### src/rtl/noc_msg_fifo_pkg.sv
// Shared constants for the NoC message FIFO: flit width, header length field, ingress FSM encodings.
package noc_msg_fifo_pkg;

  localparam int NOC_DATA_WIDTH   = 64;
  localparam int MSG_LENGTH_LSB   = 22;
  localparam int MSG_LENGTH_WIDTH = 8;

  typedef enum logic [1:0] {
    NOC_MSG_FIFO_IDLE = 2'd0,
    NOC_MSG_FIFO_RECV = 2'd1,
    NOC_MSG_FIFO_DROP = 2'd2
  } noc_msg_fifo_state_t;

endpackage

### src/rtl/noc_msg_fifo_ram.sv
// Simple dual-port flit storage with registered read; a same-cycle write to the read address
// is forwarded into the read register so a freshly committed single-flit message is visible at once.
module noc_msg_fifo_ram
  import noc_msg_fifo_pkg::*;
#(
  parameter int DATA_WIDTH = NOC_DATA_WIDTH,
  parameter int DEPTH      = 16,
  parameter int AW         = $clog2(DEPTH)
) (
  input  logic                  clk,
  input  logic                  we,
  input  logic [AW-1:0]         waddr,
  input  logic [DATA_WIDTH-1:0] wdata,
  input  logic [AW-1:0]         raddr,
  output logic [DATA_WIDTH-1:0] rdata
);

  logic [DATA_WIDTH-1:0] mem [DEPTH];

  always_ff @(posedge clk) begin
    if (we) mem[waddr] <= wdata;
    rdata <= (we && (waddr == raddr)) ? wdata : mem[raddr];
  end

endmodule

### src/rtl/noc_msg_fifo.sv
// Store-and-forward NoC message FIFO: messages become visible only once their last flit is written.
// Optional NOC_MSG_FIFO_STATS_EN adds the msg_count port.
//   state | meaning
//   IDLE  | expecting a header flit; space for the whole message reserved here
//   RECV  | storing payload flits of an accepted message
//   DROP  | discarding payload of an oversize message
module noc_msg_fifo
  import noc_msg_fifo_pkg::*;
#(
  parameter int DATA_WIDTH  = NOC_DATA_WIDTH,
  parameter int DEPTH_FLITS = 16,
  parameter int MAX_MSGS    = 4,
  parameter int LEN_LSB     = MSG_LENGTH_LSB,
  parameter int LEN_WIDTH   = MSG_LENGTH_WIDTH
) (
  input  logic                  clk,
  input  logic                  rst_n,
  input  logic [DATA_WIDTH-1:0] data_in,
  input  logic                  valid_in,
  output logic                  ready_in,
  output logic [DATA_WIDTH-1:0] data_out,
  output logic                  valid_out,
  input  logic                  ready_out,
  output logic                  err_oversize
`ifdef NOC_MSG_FIFO_STATS_EN
  , output logic [$clog2(MAX_MSGS):0] msg_count
`endif
);

  localparam int AW  = $clog2(DEPTH_FLITS);
  localparam int RAW = (MAX_MSGS > 1) ? $clog2(MAX_MSGS) : 1;
  localparam int NW  = LEN_WIDTH + 1;

  noc_msg_fifo_state_t state_q, state_d;
  logic [LEN_WIDTH-1:0] remain_q, remain_d;
  logic [AW:0]          wr_ptr, rd_ptr, cm_ptr, need_q, rd_off, free_flits, commit_need, head_need;
  logic [RAW:0]         rec_wr, rec_rd, rec_used;
  logic [AW:0]          rec_mem [2**RAW];
  logic [LEN_WIDTH-1:0] hdr_len;
  logic [NW-1:0]        need;
  logic                 oversize, space_ok, rdy, store, commit, drop_hdr;
  logic                 in_fire, out_fire, last_out, err_q;
  logic [AW-1:0]        raddr;

  assign hdr_len    = data_in[LEN_LSB +: LEN_WIDTH];
  assign need       = {1'b0, hdr_len} + NW'(1);
  assign oversize   = 32'(need) > 32'(DEPTH_FLITS);
  assign free_flits = (AW+1)'(DEPTH_FLITS) - (wr_ptr - rd_ptr);
  assign rec_used   = rec_wr - rec_rd;
  assign space_ok   = (32'(need) <= 32'(free_flits)) && (32'(rec_used) < 32'(MAX_MSGS));

  assign ready_in = rdy && rst_n;
  assign in_fire  = valid_in && ready_in;
  assign out_fire = valid_out && ready_out;

  always_comb begin
    state_d     = state_q;
    remain_d    = remain_q;
    rdy         = 1'b0;
    store       = 1'b0;
    commit      = 1'b0;
    drop_hdr    = 1'b0;
    commit_need = need_q;
    case (state_q)
      NOC_MSG_FIFO_IDLE: begin
        rdy = oversize || space_ok;
        if (in_fire) begin
          remain_d = hdr_len;
          if (oversize) begin
            drop_hdr = 1'b1;
            if (hdr_len != '0) state_d = NOC_MSG_FIFO_DROP;
          end else begin
            store = 1'b1;
            if (hdr_len == '0) begin
              commit      = 1'b1;
              commit_need = (AW+1)'(1);
            end else begin
              state_d = NOC_MSG_FIFO_RECV;
            end
          end
        end
      end
      NOC_MSG_FIFO_RECV: begin
        rdy = 1'b1;
        if (in_fire) begin
          store    = 1'b1;
          remain_d = remain_q - LEN_WIDTH'(1);
          if (remain_q == LEN_WIDTH'(1)) begin
            commit  = 1'b1;
            state_d = NOC_MSG_FIFO_IDLE;
          end
        end
      end
      NOC_MSG_FIFO_DROP: begin
        rdy = 1'b1;
        if (in_fire) begin
          remain_d = remain_q - LEN_WIDTH'(1);
          if (remain_q == LEN_WIDTH'(1)) state_d = NOC_MSG_FIFO_IDLE;
        end
      end
      default: state_d = NOC_MSG_FIFO_IDLE;
    endcase
  end

  // Egress: visible flits are those below the commit pointer; records mark message boundaries.
  assign valid_out = (cm_ptr != rd_ptr);
  assign head_need = rec_mem[rec_rd[RAW-1:0]];
  assign last_out  = out_fire && (rd_off == head_need - (AW+1)'(1));
  assign raddr     = out_fire ? rd_ptr[AW-1:0] + AW'(1) : rd_ptr[AW-1:0];

  always_ff @(posedge clk or negedge rst_n) begin
    if (!rst_n) begin
      state_q  <= NOC_MSG_FIFO_IDLE;
      remain_q <= '0;
      need_q   <= '0;
      wr_ptr   <= '0;
      rd_ptr   <= '0;
      cm_ptr   <= '0;
      rd_off   <= '0;
      rec_wr   <= '0;
      rec_rd   <= '0;
      err_q    <= 1'b0;
    end else begin
      state_q  <= state_d;
      remain_q <= remain_d;
      err_q    <= drop_hdr;
      if (state_q == NOC_MSG_FIFO_IDLE && in_fire) need_q <= (AW+1)'(need);
      if (store)  wr_ptr <= wr_ptr + (AW+1)'(1);
      if (commit) begin
        cm_ptr <= wr_ptr + (AW+1)'(1);
        rec_wr <= rec_wr + (RAW+1)'(1);
      end
      if (out_fire) begin
        rd_ptr <= rd_ptr + (AW+1)'(1);
        if (last_out) begin
          rd_off <= '0;
          rec_rd <= rec_rd + (RAW+1)'(1);
        end else begin
          rd_off <= rd_off + (AW+1)'(1);
        end
      end
    end
  end

  always_ff @(posedge clk) begin
    if (commit) rec_mem[rec_wr[RAW-1:0]] <= commit_need;
  end

  assign err_oversize = err_q;

`ifdef NOC_MSG_FIFO_STATS_EN
  logic [$clog2(MAX_MSGS):0] cnt_q;
  always_ff @(posedge clk or negedge rst_n) begin
    if (!rst_n)                   cnt_q <= '0;
    else if (commit && !last_out) cnt_q <= cnt_q + 1'b1;
    else if (!commit && last_out) cnt_q <= cnt_q - 1'b1;
  end
  assign msg_count = cnt_q;
`endif

  noc_msg_fifo_ram #(
    .DATA_WIDTH (DATA_WIDTH),
    .DEPTH      (DEPTH_FLITS)
  ) u_ram (
    .clk   (clk),
    .we    (store),
    .waddr (wr_ptr[AW-1:0]),
    .wdata (data_in),
    .raddr (raddr),
    .rdata (data_out)
  );

endmodule

### config.mk
export PLATFORM = sky130hd
export DESIGN_NAME = noc_msg_fifo
export DESIGN_NICKNAME = d
export VERILOG_FILES = /design/src/rtl/noc_msg_fifo_pkg.sv /design/src/rtl/noc_msg_fifo_ram.sv /design/src/rtl/noc_msg_fifo.sv
export SDC_FILE = /design/constraint.sdc
export NUM_CORES = 1
export LEC_CHECK = 0
export CAP_MARGIN = 20
export CELL_PAD_IN_SITES_DETAIL_PLACEMENT = 1
export CELL_PAD_IN_SITES_GLOBAL_PLACEMENT = 2
export CORE_AREA = 8 8 398 400
export CTS_CLUSTER_SIZE = 40
export DETAILED_ROUTE_END_ITERATION = 8
export DIE_AREA = 0 0 406 408
export PLACE_DENSITY_LB_ADDON = 0.15
export SYNTH_ARGS = -nofsm -noshare
export SYNTH_HDL_FRONTEND = slang
export SYNTH_SLANG_ARGS = --single-unit
export TNS_END_PERCENT = 1
### constraint.sdc
create_clock -name clk -period 9.5 [get_ports clk]
set_input_delay 1.425 -clock clk [delete_from_list [all_inputs] [get_ports clk]]
set_output_delay 1.425 -clock clk [all_outputs]
set_load 0.03 [all_outputs]
# [Word level (Yosys, flattened, before mapping)]
# Memories as Yosys holds them, arrays and structs flattened. A register that Yosys moved wholly into a read port is not among the register bits.
# Cells that the tools add are included.
[totals] ff_bits=42 latch_bits=0 mem_bits_rw=1044 mem_bits_ro=0 input_bits=68 word_cells=86 n_memories=2
[mem_list] memory="u_ram.mem" words=16 word_bits=64 rd=1 rd_clocked_by_memory_dff=1 write_ports=1 line="noc_msg_fifo_ram.sv:18" source="logic [DATA_WIDTH-1:0] mem [DEPTH];"
[mem_list] memory="rec_mem" words=4 word_bits=5 rd=1 rd_clocked_by_memory_dff=0 write_ports=1 line="noc_msg_fifo.sv:38" source="logic [AW:0] rec_mem [2**RAW];"
[classes] add_sub_neg=12 mul=0 div=0 order_cmp=3 eq_ne=10 n_shift=0 mux=34 n_bitwise=0 n_reduce_logical=15
[op_table] cell="$mux 5" n=5
[op_table] cell="$mux 8" n=2
[op_table] cell="$pmux 8 s2" n=1
[op_table] cell="$add 5x1->5 const B" n=3
[op_table] cell="$mux 1" n=15
[op_table] cell="$mux 2" n=6
[op_table] cell="$add 8x1->9 const B" n=1
[op_table] cell="$gt 9x5->1 const B" n=1
[op_table] cell="$le 9x5->1" n=1
[op_table] cell="$eq 8x1->1 const B" n=1
[op_table] cell="$logic_not 8->1" n=1
[op_table] cell="$reduce_bool 8->1" n=1
[op_table] cell="$sub 8x1->8 const B" n=1
[op_table] cell="$add 3x1->3 const B" n=2
[op_table] cell="$logic_and 1x1->1" n=6
[op_table] cell="$ne 3x3->1 const B" n=2
[op_table] cell="$pmux 1 s2" n=3
[op_table] cell="$eq 5x5->1" n=1
[op_table] cell="$ne 5x5->1" n=1
[op_table] cell="$reduce_and 5->1" n=1
[op_table] cell="$sub 5x1->5 const B" n=1
[op_table] cell="$sub 5x5->5" n=1
[op_table] cell="$sub 5x5->5 const A" n=1
[op_table] cell="$add 4x1->4 const B" n=1
[op_table] cell="other kinds (14)" n=15

# [Longest topological paths before layout]
[depth] word_depth=12 mapped_depth=15 depth_no_buf=14

# [Hierarchy]
# From an unflattened synthesis, not the netlist that was laid out.
[unflattened] cells_unflattened=1922 area_unflattened_um2=42126.7
[by_module_without_submodules] mod="noc_msg_fifo_ram" n_inst=1 cells_per_inst=1587 area_each_um2=38380.6 seq_area_each_um2=30829.6
[by_module_without_submodules] mod="noc_msg_fifo" n_inst=1 cells_per_inst=335 area_each_um2=3746.1 seq_area_each_um2=1651.6

# [Least setup slack after synthesis]
# OpenSTA, ideal clock, no wires.
[synth_timing] path_type="input -> register" startpoint="in data_in[22]" endpoint="mem u_ram.mem[15][0] in the netlist's numbering (enable)" arrival_time_ns=6.482 path_slack_ns=2.493 stages=9 path_cell_list="ha_1 > nand3_1 > xnor2_2 > ha_1 > and3_1 > o21ai_0 > a31oi_1 > o211a_4 > nor4_2"
[synth_between] elab_chain_len=11
[synth_rtl] element="start: declaration" line="noc_msg_fifo.sv:18" source="input logic [DATA_WIDTH-1:0] data_in,"
[synth_rtl] element="$add 8x1->9 (*)" line="noc_msg_fifo.sv:46" source="assign need = {1'b0, hdr_len} + NW'(1);"
[synth_rtl] element="named net need[4]" line="noc_msg_fifo.sv:40" source="logic [NW-1:0] need;"
[synth_rtl] element="$le 9x5->1" line="noc_msg_fifo.sv:50" source="assign space_ok = (32'(need) <= 32'(free_flits)) && (32'(rec_used) < 32'(MAX_MSGS));"
[synth_rtl] element="$logic_and 1x1->1" line="noc_msg_fifo.sv:50"
[synth_rtl] element="$logic_or 1x1->1" line="noc_msg_fifo.sv:66" source="rdy = oversize || space_ok;"
[synth_rtl] element="$pmux 1 s2" line="noc_msg_fifo.sv:64" source="case (state_q)"
[synth_rtl] element="$logic_and 1x1->1" line="noc_msg_fifo.sv:52" source="assign ready_in = rdy && rst_n;"
[synth_rtl] element="$logic_and 1x1->1" line="noc_msg_fifo.sv:53" source="assign in_fire = valid_in && ready_in;"
[synth_rtl] element="$mux 1, on equally long branches" line="noc_msg_fifo.sv:85, noc_msg_fifo.sv:67"
[synth_rtl] element="$pmux 1 s2 (*)" line="noc_msg_fifo.sv:64"
[synth_rtl] element="$mux 1 (*)" line="noc_msg_fifo_ram.sv:21" source="if (we) mem[waddr] <= wdata;"
[synth_rtl] element="$mux 1 (not written as such) (*)" line="noc_msg_fifo_ram.sv:21"
[synth_rtl] element="end: declaration" line="noc_msg_fifo_ram.sv:18"
# The timed path passes the listed nets; every way through them passes the cells marked *.

# [Worst setup path in the final report]
[layout_timing] startpoint="in data_in[23]" endpoint="out ready_in"
[layout_between] elab_chain_len=6
[layout_rtl] element="$add 8x1->9 (*)" line="noc_msg_fifo.sv:46"
[layout_rtl] element="named net need[4]" line="noc_msg_fifo.sv:40"
[layout_rtl] element="$le 9x5->1" line="noc_msg_fifo.sv:50"
[layout_rtl] element="$logic_and 1x1->1" line="noc_msg_fifo.sv:50"
[layout_rtl] element="$logic_or 1x1->1 (*)" line="noc_msg_fifo.sv:66"
[layout_rtl] element="$pmux 1 s2 (*)" line="noc_msg_fifo.sv:64"
[layout_rtl] element="$logic_and 1x1->1 (*)" line="noc_msg_fifo.sv:52"
[layout_rtl] element="end: declaration" line="noc_msg_fifo.sv:20" source="output logic ready_in,"
# Marks and branches as above.

==> impl_metrics.toml <==
[status]
status = "completed"

[global_route]
grt_pass1_vias = 21550
grt_antenna_before_repair = 5
overflow = 0
grt_use_total = 0.1275
grt_max_degree = 77
grt_pass1_wl_mm = 155.8

[worst_hold_path]
min_to = "rec_wr[2]$_DFFE_PN0P_"
hp-class = "reg2reg"
min_path_cells = 1
min_from = "rec_wr[2]$_DFFE_PN0P_"

[detailed_routing]
drt_iter0_markers = 1226
drc = 0
viasPerCell = 4.603
dr.pass1.iters = 7
ant_nets = 0
totalWireLength_mm = 106.0
wl_per_cell_um = 25.63
via_count = 19040

[worst_setup_path]
r2r-end = "u_ram.mem[14][12]$_DFFE_PP_"
reg2reg_depth = 13
crit_required_ns = 8.08
rrSetupSlack_ns = 3.57
critPathCaptureType = "output pin"
crit_fanout = 21
startpoint_type = "input port"
crit_type = "in2out"
critPathArrivalTime_ns = 5.30
rr_startpoint = "wr_ptr[3]$_DFFE_PN0P_"

[cts]
clockRootBuffer = "clkbuf_16"
cts-htree-levels = 3
cts_tree = "built"
cts-resized-gates = 0
numCtsBuffers = 120
cts_sinks = 1090
path_clk_slew_ns = 0.06
clk_latency_ns = 0.73
cts_setup_buffers = 0
postCtsHoldBufs = 0
cts_max_path_buffers = 3

[logic_synthesis]
synth.largest_area_cell = "edfxtp_1"
ys_seq_elements = 1090
ys_top_cells_by_count = "edfxtp_1, mux4_2, clkbuf_1"
async_flop_share = 0.03853
ys_seq_area_frac = 0.7669
syn_area_per_cell_um2 = 23.79
synth.most_common_cell = "edfxtp_1"
synth.area.top_cells = "edfxtp_1, mux4_2, dfrtp_1, ha_1, xnor2_1"
synthFlopType = "edfxtp_1"
netlist_area_mm2 = 0.04235
ys_types = 54
syn-num-nets = 1882
synth_cells = 1780
synth_enable_flop_cells = 1044
ys_warn_count = 0
synth.top_cell.area_share = 0.7402

[power]
p_per_area_mw_per_mm2 = 279.8
ir_drop_mv = 0.2270
p_leak_uw = 0.01562

[sta]
tns_ns = 0
fmax_ghz = 0.1488
setup_slack_ns = 2.780
setup_viol = 0
holdWs_ns = 0.5060
finalClockSkew_ns = 0.03305
slew_violations = 0
min_period_ns = 6.720
rsz0062_at_grt = "no"
period_share = 0.7074
slew_headroom = 0.3027
hold_viol_final = 0
tightest_slew_ns = 1.046

[placed_design]
place_congestion = 0.6899
dp_hpwl_mm = 59.94
dp_worst_setup_slack_ns = 2.495
port_buffers = 134

[floorplanning]
die-width_um = 406
die_h_um = 408
initial_core_util = 0.2775
rows = 144
io_pins = 135
coreArea_mm2 = 0.1526
die-area_mm2 = 0.1656

[finish]
area_growth_pct = 18.54
finish.net_count = 2095
fillers = 14860
drive_above_1_share = 0.2781
final_util = 0.3290

[run]
cap_viol_max_count = 0
-- flip-flops by register name, summed over array words and instances (netlist names), named ones only --
name / cells
need_q: 5
rec_wr: 3
rd_off: 5
u_ram.mem: 1024
remain_q: 8
cm_ptr: 5
rec_mem: 20
rd_ptr: 5
err_oversize: 1
rec_rd: 3
state_q: 2
wr_ptr: 5
-- where the power goes --
part	switching, uW	internal [uW]	total (uW)
logic	2050	1920	3970
registers	228	5310	5540
clock network	1910	2630	4540
-- placed cells by master, fill, tap and decap left out, types with 3 or more instances in the layout --
cell type        count
nor4_1               4
a21oi_1              5
clkdlybuf4s50_1    133
nand3_1             13
dfrtp_1             42
clkbuf_1            18
nor3_4              10
or3_1                4
clkbuf_16          122
a21o_1               4
inv_1               28
o21ai_0              4
diode_2              3
nor2b_1              5
nand2_1             30
and4_4               4
nor3_1               4
mux2_4               5
o41ai_1              5
buf_12               5
xor2_1              15
clkinv_1            33
edfxtp_1          1044
inv_16               3
nor2_1              13
nor4b_1              5
a211o_1              5
clkinv_2            27
and2_1               5
dfxtp_4              4
ha_1                33
o211ai_1             3
mux4_2             325
buf_4               34
and3_1               4
xnor2_1             26
nand4_1              6
bufinv_16           11
mux2_2               8
-- worst max-delay path by stage --
stage | from | to | slack [ns] | depth (start not counted)
CTS | data_in[23] | ready_in | 2.74 | 11
finish | data_in[23] | ready_in | 2.78 | 11
detailed placement | data_in[23] | u_ram.mem[14][60]$_DFFE_PP_ | 2.49 | 12
global route | data_in[23] | ready_in | 2.56 | 11
floorplan | data_in[22] | u_ram.mem[15][0]$_DFFE_PP_ | 2.49 | 9
global placement | data_in[23] | u_ram.mem[12][61]$_DFFE_PP_ | 2.43 | 12
-- per-layer routing --
| metal | track usage | part of all wire |
|---|---|---|
| met1 | 0.1734 | 0.45 |
| met2 | 0.2091 | 0.48 |
| met3 | 0.02430 | 0.041 |
| met4 | 0.03537 | 0.022 |
| met5 | 0 | 0 |
-- through the flow --
stage | power, uW | cells | instance area, um2
after floorplan | 8247 | 1780 | 42350
after global placement | 9771 | 3912 | 46320
after detailed placement | 9766 | 3914 | 46370
after CTS | 14390 | 4132 | 50190
after global routing | 14690 | 4133 | 50200
final | 14050 | 4136 | 50210
-- logic make-up (layout without fill, tap and decap cells) --
family	count (synthesis)	in the layout	share of synthesized area
mux	338	338	0.1767
simple gates	121	121	0.01713
other cells	0	3	0
xor+xnor	42	42	0.008863
fa+ha+maj	34	34	0.01022
buf+inv	114	423	0.01182
flops	1090	1090	0.7669
compound gates	41	41	0.008331
-- layout make-up --
class / instances / area [um2] / share of cell area
clock inverters: 78 / 695.7 / 0.01386
clock buffers: 140 / 3120 / 0.06215
inverters: 29 / 108.9 / 0.002168
repair buffers: 176 / 1758 / 0.03501
multi-input cells: 576 / 9463 / 0.1885
diodes: 3 / 7.507 / 0.0001495
flip-flops and latches: 1090 / 32500 / 0.6472
well taps: 2044 / 2557 / 0.05094
-- critical path: stages --
cell and delay, ns:
clkdlybuf4s50_1 1.01, ha_1 0.39, nand3_1 0.16, xnor2_2 0.28, ha_1 0.30, and3_1 0.18, and3_1 0.17, a31oi_1 0.27
o211a_4 0.41, nor2_1 0.07, clkdlybuf4s50_1 0.61
Power figures use the tool's default switching activity.
